### src/rtl/input_conditioner.sv
// Purpose: synchronise and debounce two slide switches and an active-low push button.
// Latency: in/changed update DB_CYCLES+3 edges after a new switch level; step DB_CYCLES+3 edges after a press.
// Backpressure: none; outputs are registered pulses/levels that the consumer samples every cycle.
module input_conditioner #(
    parameter int DB_CYCLES = 4
) (
    input  logic       clk,
    input  logic       reset,
    input  logic [1:0] sw_raw,
    input  logic       key_n_raw,
    output logic [1:0] in,
    output logic       changed,
    output logic       step,
    output logic [1:0] key_state
);

    // Both counters stop at this value, so they can never wrap.
    localparam logic [7:0] CNT_MAX = 8'(DB_CYCLES - 1);

    typedef enum logic [1:0] {
        K_UP      = 2'b00,
        K_DN_WAIT = 2'b01,
        K_DN      = 2'b10,
        K_UP_WAIT = 2'b11
    } key_state_t;

    logic [1:0] sw_s1;
    logic [1:0] sw_s2;
    logic       key_s1;
    logic       key_s2;

    logic [1:0] cand;
    logic [7:0] sw_cnt;

    key_state_t state_q;
    key_state_t state_nxt;
    logic [7:0] k_cnt;
    logic [7:0] k_cnt_nxt;
    logic       step_nxt;
    logic       pressed;

    // Two-flop synchronisers; key flops reset to released so reset never looks like a press.
    always_ff @(posedge clk) begin
        if (reset) begin
            sw_s1  <= 2'b00;
            sw_s2  <= 2'b00;
            key_s1 <= 1'b1;
            key_s2 <= 1'b1;
        end else begin
            sw_s1  <= sw_raw;
            sw_s2  <= sw_s1;
            key_s1 <= key_n_raw;
            key_s2 <= key_s1;
        end
    end

    // Switch debounce: a candidate level must stay stable for DB_CYCLES cycles before it is accepted.
    always_ff @(posedge clk) begin
        if (reset) begin
            cand    <= 2'b00;
            sw_cnt  <= 8'd0;
            in      <= 2'b00;
            changed <= 1'b0;
        end else begin
            changed <= 1'b0;
            if (sw_s2 != cand) begin
                cand   <= sw_s2;
                sw_cnt <= 8'd0;
            end else if (cand != in && sw_cnt == CNT_MAX) begin
                in      <= cand;
                changed <= 1'b1;
                sw_cnt  <= 8'd0;
            end else if (cand != in) begin
                sw_cnt <= sw_cnt + 8'd1;
            end else begin
                sw_cnt <= 8'd0;
            end
        end
    end

    assign pressed = ~key_s2;

    // Button FSM registers: state, stability counter and the one-shot step pulse.
    always_ff @(posedge clk) begin
        if (reset) begin
            state_q <= K_UP;
            k_cnt   <= 8'd0;
            step    <= 1'b0;
        end else begin
            state_q <= state_nxt;
            k_cnt   <= k_cnt_nxt;
            step    <= step_nxt;
        end
    end

    // Button FSM next state: step fires only on the confirmed press, never on release bounce.
    always_comb begin
        state_nxt = state_q;
        k_cnt_nxt = k_cnt;
        step_nxt  = 1'b0;
        unique case (state_q)
            K_UP: begin
                if (pressed) begin
                    state_nxt = K_DN_WAIT;
                    k_cnt_nxt = 8'd0;
                end
            end
            K_DN_WAIT: begin
                if (!pressed) begin
                    state_nxt = K_UP;
                end else if (k_cnt == CNT_MAX) begin
                    state_nxt = K_DN;
                    step_nxt  = 1'b1;
                end else begin
                    k_cnt_nxt = k_cnt + 8'd1;
                end
            end
            K_DN: begin
                if (!pressed) begin
                    state_nxt = K_UP_WAIT;
                    k_cnt_nxt = 8'd0;
                end
            end
            K_UP_WAIT: begin
                if (pressed) begin
                    state_nxt = K_DN;
                end else if (k_cnt == CNT_MAX) begin
                    state_nxt = K_UP;
                end else begin
                    k_cnt_nxt = k_cnt + 8'd1;
                end
            end
            default: begin
                state_nxt = K_UP;
                k_cnt_nxt = 8'd0;
            end
        endcase
    end

    assign key_state = state_q;

endmodule
### config.mk
export PLATFORM = sky130hd
export DESIGN_NAME = input_conditioner
export DESIGN_NICKNAME = d
export VERILOG_FILES = /design/src/rtl/input_conditioner.sv
export SDC_FILE = /design/constraint.sdc
export NUM_CORES = 1
export LEC_CHECK = 0
export ABC_AREA = 0
export BUFFER_PORTS_ARGS = -buffer_cell sky130_fd_sc_hd__buf_2
export CAP_MARGIN = 10
export CORE_MARGIN = 4
export CORE_UTILIZATION = 50
export CTS_CLUSTER_SIZE = 8
export DETAILED_ROUTE_END_ITERATION = 10
export PLACE_DENSITY = 0.8
export SKIP_LAST_GASP = 1
export SYNTH_ARGS = -nofsm -noshare
export SYNTH_HDL_FRONTEND = slang
export SYNTH_SLANG_ARGS = --single-unit
### constraint.sdc
create_clock -name clk -period 2.55 [get_ports clk]
set_input_delay 0.51 -clock clk [delete_from_list [all_inputs] [get_ports clk]]
set_output_delay 0.51 -clock clk [all_outputs]
set_load 0.005 [all_outputs]
Word level (Yosys, flattened, before mapping)
Index checks and enable logic that the tools add are counted.
Word-level totals
  bits of input ports: 5
  bits in registers: 30
Cells by class
  reductions and logical operators: 8
  bitwise logic cells: 3
  multiplexer cells: 15
  add/subtract/negate cells: 2
  eq/ne operators: 13
Operators by type and width (number)
  8-bit 2-to-1 mux: 5
  8-bit case mux with 4 select lines: 1
  8-bit by 1-bit adder with 8-bit output, second input constant: 2
  8-bit by 2-bit == test with 1-bit output, second input constant: 2
  2-bit 2-to-1 mux: 6
  2-bit != test, second input constant: 4
  2-bit case mux with 4 select lines: 1
  4-bit AND reduction: 2
  3-bit != test, second input constant: 2
  2-bit == test, second input constant: 2
  2-bit != test: 2
  4-bit OR reduction: 1
  1-bit NOT: 3
  3-bit OR reduction: 1
  2-bit by 1-bit == test with 1-bit output, second input constant: 1
  2-bit zero test: 1
  1-bit 2-to-1 mux: 2
  2-bit AND reduction: 1
  2-bit OR reduction: 1
  1-bit logical AND: 1

Longest topological paths before layout
Gate-level depths: netlist (run 1).
  word-level depth: 4
  depth in mapped cells: 5

Worst setup path after synthesis (run 1)
Ideal clock, no wire load.
  path kind: reg-to-reg
  from: register k_cnt[0]
  to: register k_cnt[2]
  cell stages (with the launch flop): 6
  slack: 1.250 ns
  required time: 2.421 ns
  library setup time: 0.129 ns
  data arrival time: 1.170 ns
  buffers on the path: 0
  cells stage by stage: dfxtp_1 > ha_1 > nor4b_4 > a211oi_1 > xnor2_1 > nor2_1
Between the ends
  longest elaborated chain between the ends: 4
  elaborated cells between the ends (all ways): 6
  classes of those cells: 1 x add/sub; 1 x eq/ne; 4 x mux
Ends and longest elaborated chain
  from (decl): RTL line 37  | logic [7:0] k_cnt;
  from (signal assigned): RTL line 91  | k_cnt <= k_cnt_nxt;
  8-bit by 1-bit adder with 8-bit output / 8-bit by 2-bit == test with 1-bit output (equally long branches)
  8-bit 2-to-1 mux *: RTL line 111, 127
  8-bit 2-to-1 mux, on equally long branches: RTL line 125, 109
  8-bit case mux with 4 select lines *: RTL line 101  | unique case (state_q)
Mark *: on every way between the ends. The rest lies on a longest branch, timed or not. The select of a mux whose other input is x is not followed.
A chain may end at the register's enable or synchronous reset.

Worst setup path after layout (run 1)
  from: register k_cnt[1]
  to: register k_cnt[0]
Between the ends
  longest elaborated chain between the ends: 4
  elaborated cells between the ends (all ways): 5
  classes of those cells: 1 x eq/ne; 4 x mux
Ends and longest elaborated chain (RTL line)
  8-bit by 2-bit == test with 1-bit output *: 111, 127
  8-bit 2-to-1 mux *
  8-bit 2-to-1 mux, on equally long branches
  8-bit case mux with 4 select lines *
Marks and branches as above.

==> flow_metrics.tcl, run 1 <==
set metrics [dict create \
    initial_utilization_pct 53.7 \
    synth_top_family_by_area "simple AND/OR/NAND/NOR gates" \
    ys_async_sr_fraction_pct 0 \
    yosys.area_share.xor_xnor_pct 13.0 \
    synth_compound_area_share_pct 4.55 \
    final_min_period_over_clock_period_pct 58.9 \
    r2r_end "k_cnt[0]$_SDFFE_PP0P_" \
    required_ns 2.80 \
    yosys.area_share.adder_pct 2.07 \
    grt_setup_unrepaired "false" \
    cp_top_family "simple AND/OR/NAND/NOR gates" \
    cellLeakagePower_nw 0.497 \
    worst-r2r-cell-count 5 \
    layout-area-overhead-vs-synth_pct 12.2 \
    globalplace.congestion 0.778 \
    power_per_cell_area_nw_per_um2 647 \
    clkTransAtPathRegs_ns 0.08 \
    tightest_slew_ns 0.497 \
    startpoint "k_cnt[1]$_SDFFE_PP0P_" \
    final.fill_count 210 \
    simple_gate_share_of_the_synthesized_area_pct 26.9 \
    synthMostInstantiatedCell "sky130_fd_sc_hd__dfxtp_1" \
    io_buffers 10 \
    finalCriticalPeriod_ns 1.50 \
    antenna_found_initial 0 \
    ys_seq_elements 30 \
    synth_flop_cell "sky130_fd_sc_hd__dfxtp_1" \
    number_of_enable_flip_flop_cells_after_synthesis 0 \
    multiplexer_share_of_the_synthesized_area_pct 1.65 \
    critPathCaptureType "register" \
    final_antenna_net_count 0 \
    postLayoutCoreUtil_pct 60.2 \
    die-area_sq_um 3270 \
    worst_r2r_startpoint "k_cnt[1]$_SDFFE_PP0P_" \
    final-setup-viol-count 0 \
    count_of_mapped_cells_out_of_synthesis 122 \
    fin_nets 143 \
    timing.critical_path.fanout_max 5 \
    n_antenna_cell 0 \
    critical_path.max_stage_delay_ns 0.40 \
    last_element_of_the_critical_path "k_cnt[0]$_SDFFE_PP0P_" \
    fin_worst_skew_ns 0.00988 \
    synthesis.nets 129 \
    timing.fmax_ghz 0.665 \
    tns_ns 0 \
    report.final.slew_viol_count 0 \
    run_status "completed" \
    cp_data_arrival_time_ns 1.75 \
    vdd_ir_drop_max_mv 0.563 \
    layout-drive-gt1-share_pct 16.9 \
    hpwlAfterDp_mm 1.34 \
    cp_num_buf_inv 0 \
    path_depth 5 \
    detailroute.via_count 804 \
    synth_warnings 0 \
    routed_wirelength_mm 1.86 \
    maxCapViolCount 0 \
    cts.htree.levels 2 \
    cts_made_buffers 5 \
    avgSynthCellArea_sq_um 9.92 \
    synth.top_cell.area_share_pct 49.6 \
    reg2reg_slack_ns 1.05 \
    post_synth_instance_area_sq_um 1210 \
    grt_resource_usage_total_pct 13.4 \
    finalHoldViolCount 0 \
    synth-seq-area-share_pct 49.6 \
    first_global_vias 817 \
    clock_sinks 30 \
    synthTopCellsByArea "sky130_fd_sc_hd__dfxtp_1 (50%), sky130_fd_sc_hd__xnor2_1 (8.0%), sky130_fd_sc_hd__xor2_1 (5.1%)" \
    globalRouteOverflowTotal 0 \
    wire_length_of_the_first_global_routing_pass_mm 3.32 \
    dp.cells 157 \
    via_per_inst 4.90 \
    slew_headroom_pct 66.8 \
    synth_cell_type_count 30 \
    first_iter_violations 13 \
    core-area_sq_um 2250 \
    post_cts.resized_instances 0 \
    instances_no_fill 164 \
    cts-hold-fix-buffers 0 \
    clk_path_buf_depth 2 \
    num_rows 17 \
    synthDominantAreaCellType "sky130_fd_sc_hd__dfxtp_1" \
    worst_setup_path_start_kind "register" \
    critical_path_class "reg -> reg" \
    wl_per_cell_um 11.3 \
    hold_path_class "in -> reg" \
    design.portCount 11 \
    floorplan.die.height_um 57.2 \
    grt_start_max_net_pins 21 \
    drt_pass1_iterations 4 \
    synthTopCellsByCount "sky130_fd_sc_hd__dfxtp_1 (30), sky130_fd_sc_hd__nor2_1 (16), sky130_fd_sc_hd__xnor2_1 (11)" \
    drc_errors 0 \
    cts-root-buf "sky130_fd_sc_hd__clkbuf_4" \
    worst_skew_pair.late_latency_ns 0.32 \
    critical_path.cell_chain "ha_1, nor4b_4, a21oi_2, nand2b_1, a21oi_1" \
    die_w_um 57.2 \
    tritoncts "built" \
    post_cts.repair.setup_buffers 0 \
    critical_path_slowest_stage_cell "sky130_fd_sc_hd__dfxtp_1" \
]
area by class of cell:
class                   instances  area [sq um]  area share, %
flip-flops and latches         30           601           44.2
multi-input cells              87           583           42.9
clock buffers                   6          51.3           3.78
repair buffers                 10          50.0           3.69
well taps                      28          35.0           2.58
clock inverters                 1          30.0           2.21
inverters                       2          7.51          0.553
how the worst min path moves through the flow:
stage | depth (start not counted) | startpoint | slack (ns) | to
2_1_floorplan | 1 | key_s1$_SDFF_PP1_ | 0.39 | key_s2$_SDFF_PP1_
4_1_cts | 2 | key_n_raw | 0.36 | key_s1$_SDFF_PP1_
6_report | 2 | key_n_raw | 0.38 | key_s1$_SDFF_PP1_
5_1_grt | 2 | key_n_raw | 0.37 | key_s1$_SDFF_PP1_
3_3_place_gp | 1 | key_s1$_SDFF_PP1_ | 0.40 | key_s2$_SDFF_PP1_
3_5_place_dp | 1 | key_s1$_SDFF_PP1_ | 0.42 | key_s2$_SDFF_PP1_
report_power, final:
group          switching [mW]  total [mW]  leakage, nW  internal, mW
Clock                   0.149       0.377       0.0443         0.228
Sequential            0.00388       0.478        0.243         0.474
Combinational          0.0122      0.0234        0.209        0.0112
cell families (layout without fill, tap and decap cells):
family,count (synthesis),after routing
buf+inv,5,19
xor+xnor,18,18
flops,30,30
mux,2,2
compound gates,8,8
simple gates,57,57
fa+ha+maj,2,2
metrics by stage:
| step | hold slack [ns] | power [mW] | area (sq um) | worst slack (ns) |
|---|---|---|---|---|
| final | 0.376 | 0.879 | 1360 | 1.05 |
| after detailed placement | 0.419 | 0.513 | 1280 | 1.06 |
| after floorplan | 0.389 | 0.507 | 1210 | 1.25 |
| after global placement | 0.403 | 0.512 | 1280 | 1.11 |
| after global routing | 0.369 | 0.915 | 1360 | 0.916 |
| after CTS | 0.360 | 0.893 | 1360 | 1.04 |
registers in the layout (all words and copies together), names as in the netlist, named ones only:
register,count
k_cnt,8
sw_cnt,8
cand,2
in,2
sw_s1,2
sw_s2,2
changed,1
key_s1,1
key_s2,1
key_state,1
step,1
layer usage:
metal | track usage, % | wire length [um] | vias up
met2 | 22.0 | 856 | 12
met4 | 8.94 | 55 | 0
met5 | 0 | 0 | -
met3 | 4.75 | 68 | 6
met1 | 14.4 | 880 | 352
li1 | - | - | 434
cells in the final DEF (no fill, tap or decap), drive strengths merged:
| master | instances |
|---|---|
| nor4 | 3 |
| or2 | 2 |
| xor2 | 7 |
| nand3 | 4 |
| buf | 10 |
| o211ai | 1 |
| inv | 2 |
| ha | 2 |
| mux2i | 2 |
| nor3 | 3 |
| and2b | 1 |
| o21bai | 1 |
| or2b | 2 |
| nand3b | 1 |
| nor2 | 16 |
| xnor2 | 11 |
| nand2b | 4 |
| or3 | 1 |
| bufinv | 1 |
| a211oi | 1 |
| a311oi | 1 |
| dfxtp | 30 |
| nand4 | 2 |
| nor4b | 2 |
| clkbuf | 6 |
| and3 | 2 |
| nor2b | 8 |
| nand2 | 6 |
| a21oi | 4 |
(Power assumes the default switching activity.)
==> run 2, diff against run 1 <==
--- a/config.mk
+++ b/config.mk
@@ -5,14 +5,14 @@
 export SDC_FILE = /design/constraint.sdc
 export NUM_CORES = 1
 export LEC_CHECK = 0
-export ABC_AREA = 0
+export ABC_AREA = 1
 export BUFFER_PORTS_ARGS = -buffer_cell sky130_fd_sc_hd__buf_2
 export CAP_MARGIN = 10
 export CORE_MARGIN = 4
 export CORE_UTILIZATION = 50
 export CTS_CLUSTER_SIZE = 8
 export DETAILED_ROUTE_END_ITERATION = 10
-export PLACE_DENSITY = 0.8
+export PLACE_DENSITY = 0.79
 export SKIP_LAST_GASP = 1
 export SYNTH_ARGS = -nofsm -noshare
 export SYNTH_HDL_FRONTEND = slang
==> constraint.sdc (replaced) <==
create_clock -name clk -period 1.42 [get_ports clk]
set_input_delay 0.284 -clock clk [delete_from_list [all_inputs] [get_ports clk]]
set_output_delay 0.284 -clock clk [all_outputs]
set_load 0.005 [all_outputs]
==> run 2 against run 1 <==
  * Core utilization is 0.62 points lower
  * First-iteration DRC count grew to 2.8 times the previous value
  * Die area is 11% higher
  * Register-to-register slack worse by 0.94 ns
  * Largest cell class is now multi-input gates
==> flow_metrics.tcl, run 2 <==
set metrics [dict create \
    drt_pass1_iterations 4 \
    synth-seq-area-share_pct 44.1 \
    cts-root-buf "sky130_fd_sc_hd__clkbuf_4" \
    report.final.slew_viol_count 0 \
    die-area_sq_um 3620 \
    run_status "completed" \
    slew_headroom_pct 75.6 \
    avgSynthCellArea_sq_um 7.13 \
    post_cts.repair.setup_buffers 0 \
    fin_nets 214 \
    synth_cell_type_count 22 \
    synth.top_cell.area_share_pct 44.1 \
    ys_seq_elements 30 \
    first_global_vias 980 \
    finalHoldViolCount 0 \
    tritoncts "built" \
    post_synth_instance_area_sq_um 1360 \
    grt_start_max_net_pins 18 \
    synthDominantAreaCellType "sky130_fd_sc_hd__dfxtp_1" \
    number_of_enable_flip_flop_cells_after_synthesis 0 \
    layout-area-overhead-vs-synth_pct 11.3 \
    first_iter_violations 37 \
    grt_resource_usage_total_pct 14.9 \
    layout_commonest_cell "sky130_fd_sc_hd__nand2_1" \
    cellLeakagePower_nw 0.714 \
    routed_wirelength_mm 2.32 \
    floorplan.die.height_um 60.2 \
    grt_setup_unrepaired "false" \
    dp.cells 230 \
    tightest_slew_ns 0.367 \
    critical_path_class "reg -> reg" \
    critPathCaptureType "register" \
    drc_errors 0 \
    finalCriticalPeriod_ns 1.31 \
    clock_sinks 30 \
    power.total_mw 1.45 \
    wl_per_cell_um 9.74 \
    n_antenna_cell 0 \
    cp_data_arrival_time_ns 1.52 \
    num_rows 18 \
    via_per_inst 4.70 \
    core-area_sq_um 2540 \
    cts-hold-fix-buffers 0 \
    layout-drive-gt1-share_pct 20.2 \
    tns_ns 0 \
    globalplace.congestion 0.874 \
    clk_path_buf_depth 2 \
    instances_no_fill 238 \
    design.portCount 11 \
    required_ns 1.63 \
    final_min_period_over_clock_period_pct 92.4 \
    synthesis.nets 198 \
    antenna_found_initial 0 \
    synthTopCellsByCount "sky130_fd_sc_hd__nand2_1 (46), sky130_fd_sc_hd__nor2_1 (42), sky130_fd_sc_hd__dfxtp_1 (30)" \
    hpwlAfterDp_mm 1.70 \
    worst_skew_pair.late_latency_ns 0.33 \
    vdd_ir_drop_max_mv 0.682 \
    final-setup-viol-count 0 \
    worst_setup_path_start_kind "register" \
    power_per_cell_area_nw_per_um2 957 \
    globalRouteOverflowTotal 0 \
    wire_length_of_the_first_global_routing_pass_mm 3.98 \
    top_library_cells_by_usage_in_the_layout_fill_and_taps_aside "sky130_fd_sc_hd__nand2_1 (46), sky130_fd_sc_hd__nor2_1 (41), sky130_fd_sc_hd__dfxtp_1 (29), sky130_fd_sc_hd__inv_1 (24), sky130_fd_sc_hd__nand3_1 (12)" \
    io_buffers 10 \
    clkTransAtPathRegs_ns 0.10 \
    fin_worst_skew_ns 0.00920 \
    count_of_mapped_cells_out_of_synthesis 191 \
    cts_made_buffers 5 \
    final.fill_count 262 \
    synthTopCellsByArea "sky130_fd_sc_hd__dfxtp_1 (44%), sky130_fd_sc_hd__nand2_1 (13%), sky130_fd_sc_hd__nor2_1 (12%)" \
    detailroute.via_count 1118 \
    initial_utilization_pct 53.5 \
    ys_async_sr_fraction_pct 0 \
    maxCapViolCount 0 \
    timing.fmax_ghz 0.762 \
    final_antenna_net_count 0 \
    final.hold.worst_slack_ns 0.158 \
    largest_regs "k_cnt (8), sw_cnt (8)" \
    post_cts.resized_instances 0 \
    hold_path_class "in -> reg" \
    synth_flop_cell "sky130_fd_sc_hd__dfxtp_1" \
    die_w_um 60.2 \
    synthMostInstantiatedCell "sky130_fd_sc_hd__nand2_1" \
    timing.critical_path.fanout_max 7 \
    cts.htree.levels 2 \
    synth_warnings 0 \
]
-- run 2: metrics by stage --
step / setup slack [ns] / utilization, % / instance area (sq um)
after floorplan: 0.160 / - / 1360
after global placement: 0.117 / 56.9 / 1450
after detailed placement: 0.0560 / 56.9 / 1450
after CTS: 0.0192 / 59.2 / 1510
after global routing: 0.00261 / 59.6 / 1520
final: 0.107 / 59.6 / 1520
-- run 2: where the power goes --
part | total (mW) | switching (mW) | internal [mW]
clock | 0.525 | 0.286 | 0.240
sequential | 0.860 | 0.00720 | 0.853
combinational | 0.0648 | 0.0425 | 0.0223
-- run 2: final cells by class --
| class | count | area (sq um) | share of cell area (%) |
|---|---|---|---|
| clock inverter | 1 | 5.00 | 0.330 |
| sequential | 30 | 602 | 39.7 |
| clock buffer | 7 | 55.1 | 3.63 |
| inverter | 28 | 105 | 6.93 |
| tap | 30 | 37.5 | 2.48 |
| multi-input combinational | 131 | 654 | 43.2 |
| timing repair buffer | 11 | 57.6 | 3.80 |
-- run 2: worst paths after layout --
| path | start | end | slack (ns) | cells past startpoint |
|---|---|---|---|---|
| min reg2reg | sw_s1[1]$_SDFF_PP0_ | sw_s2[1]$_SDFF_PP0_ | 0.41 | 2 |
| min | key_n_raw | key_s1$_SDFF_PP1_ | 0.16 | 2 |
| max reg2reg | k_cnt[1]$_SDFFE_PP0P_ | k_cnt[4]$_SDFFE_PP0P_ | 0.11 | 8 |
| max | k_cnt[1]$_SDFFE_PP0P_ | k_cnt[4]$_SDFFE_PP0P_ | 0.11 | 8 |
-- run 2: kinds of logic (layout without fill, tap and decap cells) --
kind of cell,after synthesis,count (layout),synth area share (%)
simple gates,117,117,38.8
buf+inv,30,47,8.45
flops,30,30,44.1
xor+xnor,6,6,3.86
fa+ha+maj,2,2,1.84
compound gates,6,6,3.03
-- run 2: worst max-delay path: stages, from the launching register on --
cell and delay [ns]:
sky130_fd_sc_hd__dfxtp_2 0.37, sky130_fd_sc_hd__ha_2 0.20, sky130_fd_sc_hd__nand2_1 0.09, sky130_fd_sc_hd__nor2_4 0.13, sky130_fd_sc_hd__nand2_4 0.09, sky130_fd_sc_hd__nand2_4 0.12
sky130_fd_sc_hd__inv_2 0.05, sky130_fd_sc_hd__nand2_1 0.08, sky130_fd_sc_hd__a21oi_2 0.05
-- run 2: routing by layer --
layer / wire [um] / vias to the layer above / global-route usage (%)
met5: 0 / - / 0
met4: 56 / 0 / 8.23
met3: 105 / 8 / 5.40
met2: 986 / 16 / 22.2
met1: 1170 / 485 / 18.3
li1: - / 609 / -
==> run 3, diff against run 2 <==
--- a/config.mk
+++ b/config.mk
@@ -9,10 +9,11 @@
 export BUFFER_PORTS_ARGS = -buffer_cell sky130_fd_sc_hd__buf_2
 export CAP_MARGIN = 10
 export CORE_MARGIN = 4
-export CORE_UTILIZATION = 50
+export CORE_UTILIZATION = 57
 export CTS_CLUSTER_SIZE = 8
 export DETAILED_ROUTE_END_ITERATION = 10
-export PLACE_DENSITY = 0.79
+export HOLD_SLACK_MARGIN = 0.1
+export PLACE_DENSITY = 0.87
 export SKIP_LAST_GASP = 1
 export SYNTH_ARGS = -nofsm -noshare
 export SYNTH_HDL_FRONTEND = slang
==> run 3 against run 2 <==
  * Die area shrank 11%
  * Register-to-register slack about the same
  * Clock power increased by 3%
  * Final cell count fell by 0.42%
  * Via count is 4.2% higher
  * Sequential share of layout area is essentially flat
  * Critical path type unchanged
  * Wire length increased by 11%
  * Highest routed layer unchanged
  * Power rose by 1.0%
  * Sequential power barely moved
==> flow_metrics.tcl, run 3 (same netlist as run 2, synthesis figures left out) <==
set metrics [dict create \
    tns_ns 0 \
    final_min_period_over_clock_period_pct 93.0 \
    power_per_cell_area_nw_per_um2 960 \
    largest_regs "k_cnt (8), sw_cnt (8)" \
    tritoncts "built" \
    num_rows 17 \
    core-area_sq_um 2230 \
    first_global_vias 1144 \
    finalCriticalPeriod_ns 1.32 \
    clock_sinks 30 \
    floorplan.die.height_um 56.9 \
    slew_headroom_pct 76.6 \
    cts_made_buffers 5 \
    highest_layer "met4" \
    critical_path_class "reg -> reg" \
    detailroute.via_count 1165 \
    initial_utilization_pct 61.0 \
    cellLeakagePower_nw 0.723 \
    worst_setup_path_start_kind "register" \
    io_buffers 10 \
    cp_data_arrival_time_ns 1.53 \
    wl_met3_um 113 \
    layout_commonest_cell "sky130_fd_sc_hd__nand2_1" \
    grt_resource_usage_total_pct 18.1 \
    routed_wirelength_mm 2.57 \
    drt_pass1_iterations 6 \
    antenna_found_initial 0 \
    clk_path_buf_depth 2 \
    final.fill_count 181 \
    top_library_cells_by_usage_in_the_layout_fill_and_taps_aside "sky130_fd_sc_hd__nand2_1 (46), sky130_fd_sc_hd__nor2_1 (41), sky130_fd_sc_hd__dfxtp_1 (28), sky130_fd_sc_hd__inv_1 (24), sky130_fd_sc_hd__nand3_1 (12)" \
    run_status "completed" \
    cts.htree.levels 2 \
    grt_start_max_net_pins 18 \
    cts-root-buf "sky130_fd_sc_hd__clkbuf_4" \
    finalHoldViolCount 0 \
    n_antenna_cell 0 \
    tightest_slew_ns 0.351 \
    layout-area-overhead-vs-synth_pct 12.0 \
    final-setup-viol-count 0 \
    hold_path_class "in -> reg" \
    globalRouteOverflowTotal 0 \
    timing.critical_path.fanout_max 7 \
    instances_no_fill 237 \
    postLayoutCoreUtil_pct 68.3 \
    drc_errors 0 \
    wire_length_of_the_first_global_routing_pass_mm 4.62 \
    fin_worst_skew_ns 0.00986 \
    required_ns 1.62 \
    design.portCount 11 \
    layout-drive-gt1-share_pct 21.1 \
    final_antenna_net_count 0 \
    wl_met2_mm 1.33 \
    grt_setup_unrepaired "false" \
    via_per_inst 4.92 \
    clkTransAtPathRegs_ns 0.10 \
    routedLengthMet1_mm 1.09 \
    timing.fmax_ghz 0.757 \
    report.final.slew_viol_count 0 \
    dp.cells 227 \
    die_w_um 56.9 \
    hpwlAfterDp_mm 1.90 \
    wl_per_cell_um 10.8 \
    critPathCaptureType "register" \
    vdd_ir_drop_max_mv 0.917 \
    die-area_sq_um 3240 \
    worst_skew_pair.late_latency_ns 0.33 \
    maxCapViolCount 0 \
    globalplace.congestion 0.830 \
    first_iter_violations 36 \
    fin_nets 215 \
]
run 3: changes by cell type in the layout (fill, tap and decap cells not counted):
cell	before	now
sky130_fd_sc_hd__clkinvlp_4	0	1
sky130_fd_sc_hd__ha_1	0	1
sky130_fd_sc_hd__dfxtp_4	0	1
sky130_fd_sc_hd__ha_2	2	1
sky130_fd_sc_hd__clkbuf_1	1	0
sky130_fd_sc_hd__dfxtp_1	29	28
sky130_fd_sc_hd__buf_4	1	2
run 3: cell type report:
type | count | area [sq um] | area share, %
tap | 28 | 35.0 | 2.30
clock buffer | 6 | 51.3 | 3.36
sequential | 30 | 606 | 39.7
clock inverter | 2 | 12.5 | 0.820
multi-input combinational | 131 | 652 | 42.7
inverter | 28 | 105 | 6.89
timing repair buffer | 12 | 65.1 | 4.26
run 3: metrics by stage:
step	hold slack [ns]	area [sq um]	setup WS (ns)	power (mW)
CTS	0.140	1500	0.0132	1.48
finish	0.144	1530	0.0988	1.47
global placement	0.392	1440	0.0993	0.939
floorplan	0.388	1360	0.160	0.927
global route	0.130	1530	0.00235	1.54
detailed placement	0.396	1440	0.0104	0.942
run 3: where the power goes:
| part | internal, mW | switching (mW) |
|---|---|---|
| sequential | 0.852 | 0.00773 |
| combinational | 0.0239 | 0.0428 |
| clock | 0.238 | 0.301 |
run 3: final timing paths:
check / start / cells after the start / slack (ns) / end
setup / recovery: k_cnt[1]$_SDFFE_PP0P_ / 8 / 0.1 / k_cnt[3]$_SDFFE_PP0P_
hold / removal: key_n_raw / 2 / 0.14 / key_s1$_SDFF_PP1_
setup reg to reg: k_cnt[1]$_SDFFE_PP0P_ / 8 / 0.1 / k_cnt[3]$_SDFFE_PP0P_
hold reg to reg: sw_s1[1]$_SDFF_PP0_ / 2 / 0.41 / sw_s2[1]$_SDFF_PP0_
run 3: routing by layer:
| metal | vias up | global-route usage [%] |
|---|---|---|
| met5 | - | 0 |
| met4 | 0 | 8.28 |
| met3 | 6 | 6.44 |
| met2 | 26 | 33.0 |
| met1 | 520 | 18.1 |
| li1 | 613 | - |
run 3: timing repair:
item | in CTS | in global routing
pin swaps | 0 | 2
setup buffers | 0 | 2
resized for setup | 1 | 4
hold buffers | 0 | 0
endpoints found under the setup margin | 1 | 7
run 3: worst max-delay path, stage by stage, from the launching register on:
cell,delay [ns]
sky130_fd_sc_hd__dfxtp_2,0.37
sky130_fd_sc_hd__ha_2,0.21
sky130_fd_sc_hd__nand2_1,0.09
sky130_fd_sc_hd__nor2_4,0.13
sky130_fd_sc_hd__nand2_4,0.10
sky130_fd_sc_hd__nand2_4,0.12
sky130_fd_sc_hd__inv_2,0.06
sky130_fd_sc_hd__nand2_1,0.07
sky130_fd_sc_hd__a21oi_2,0.05
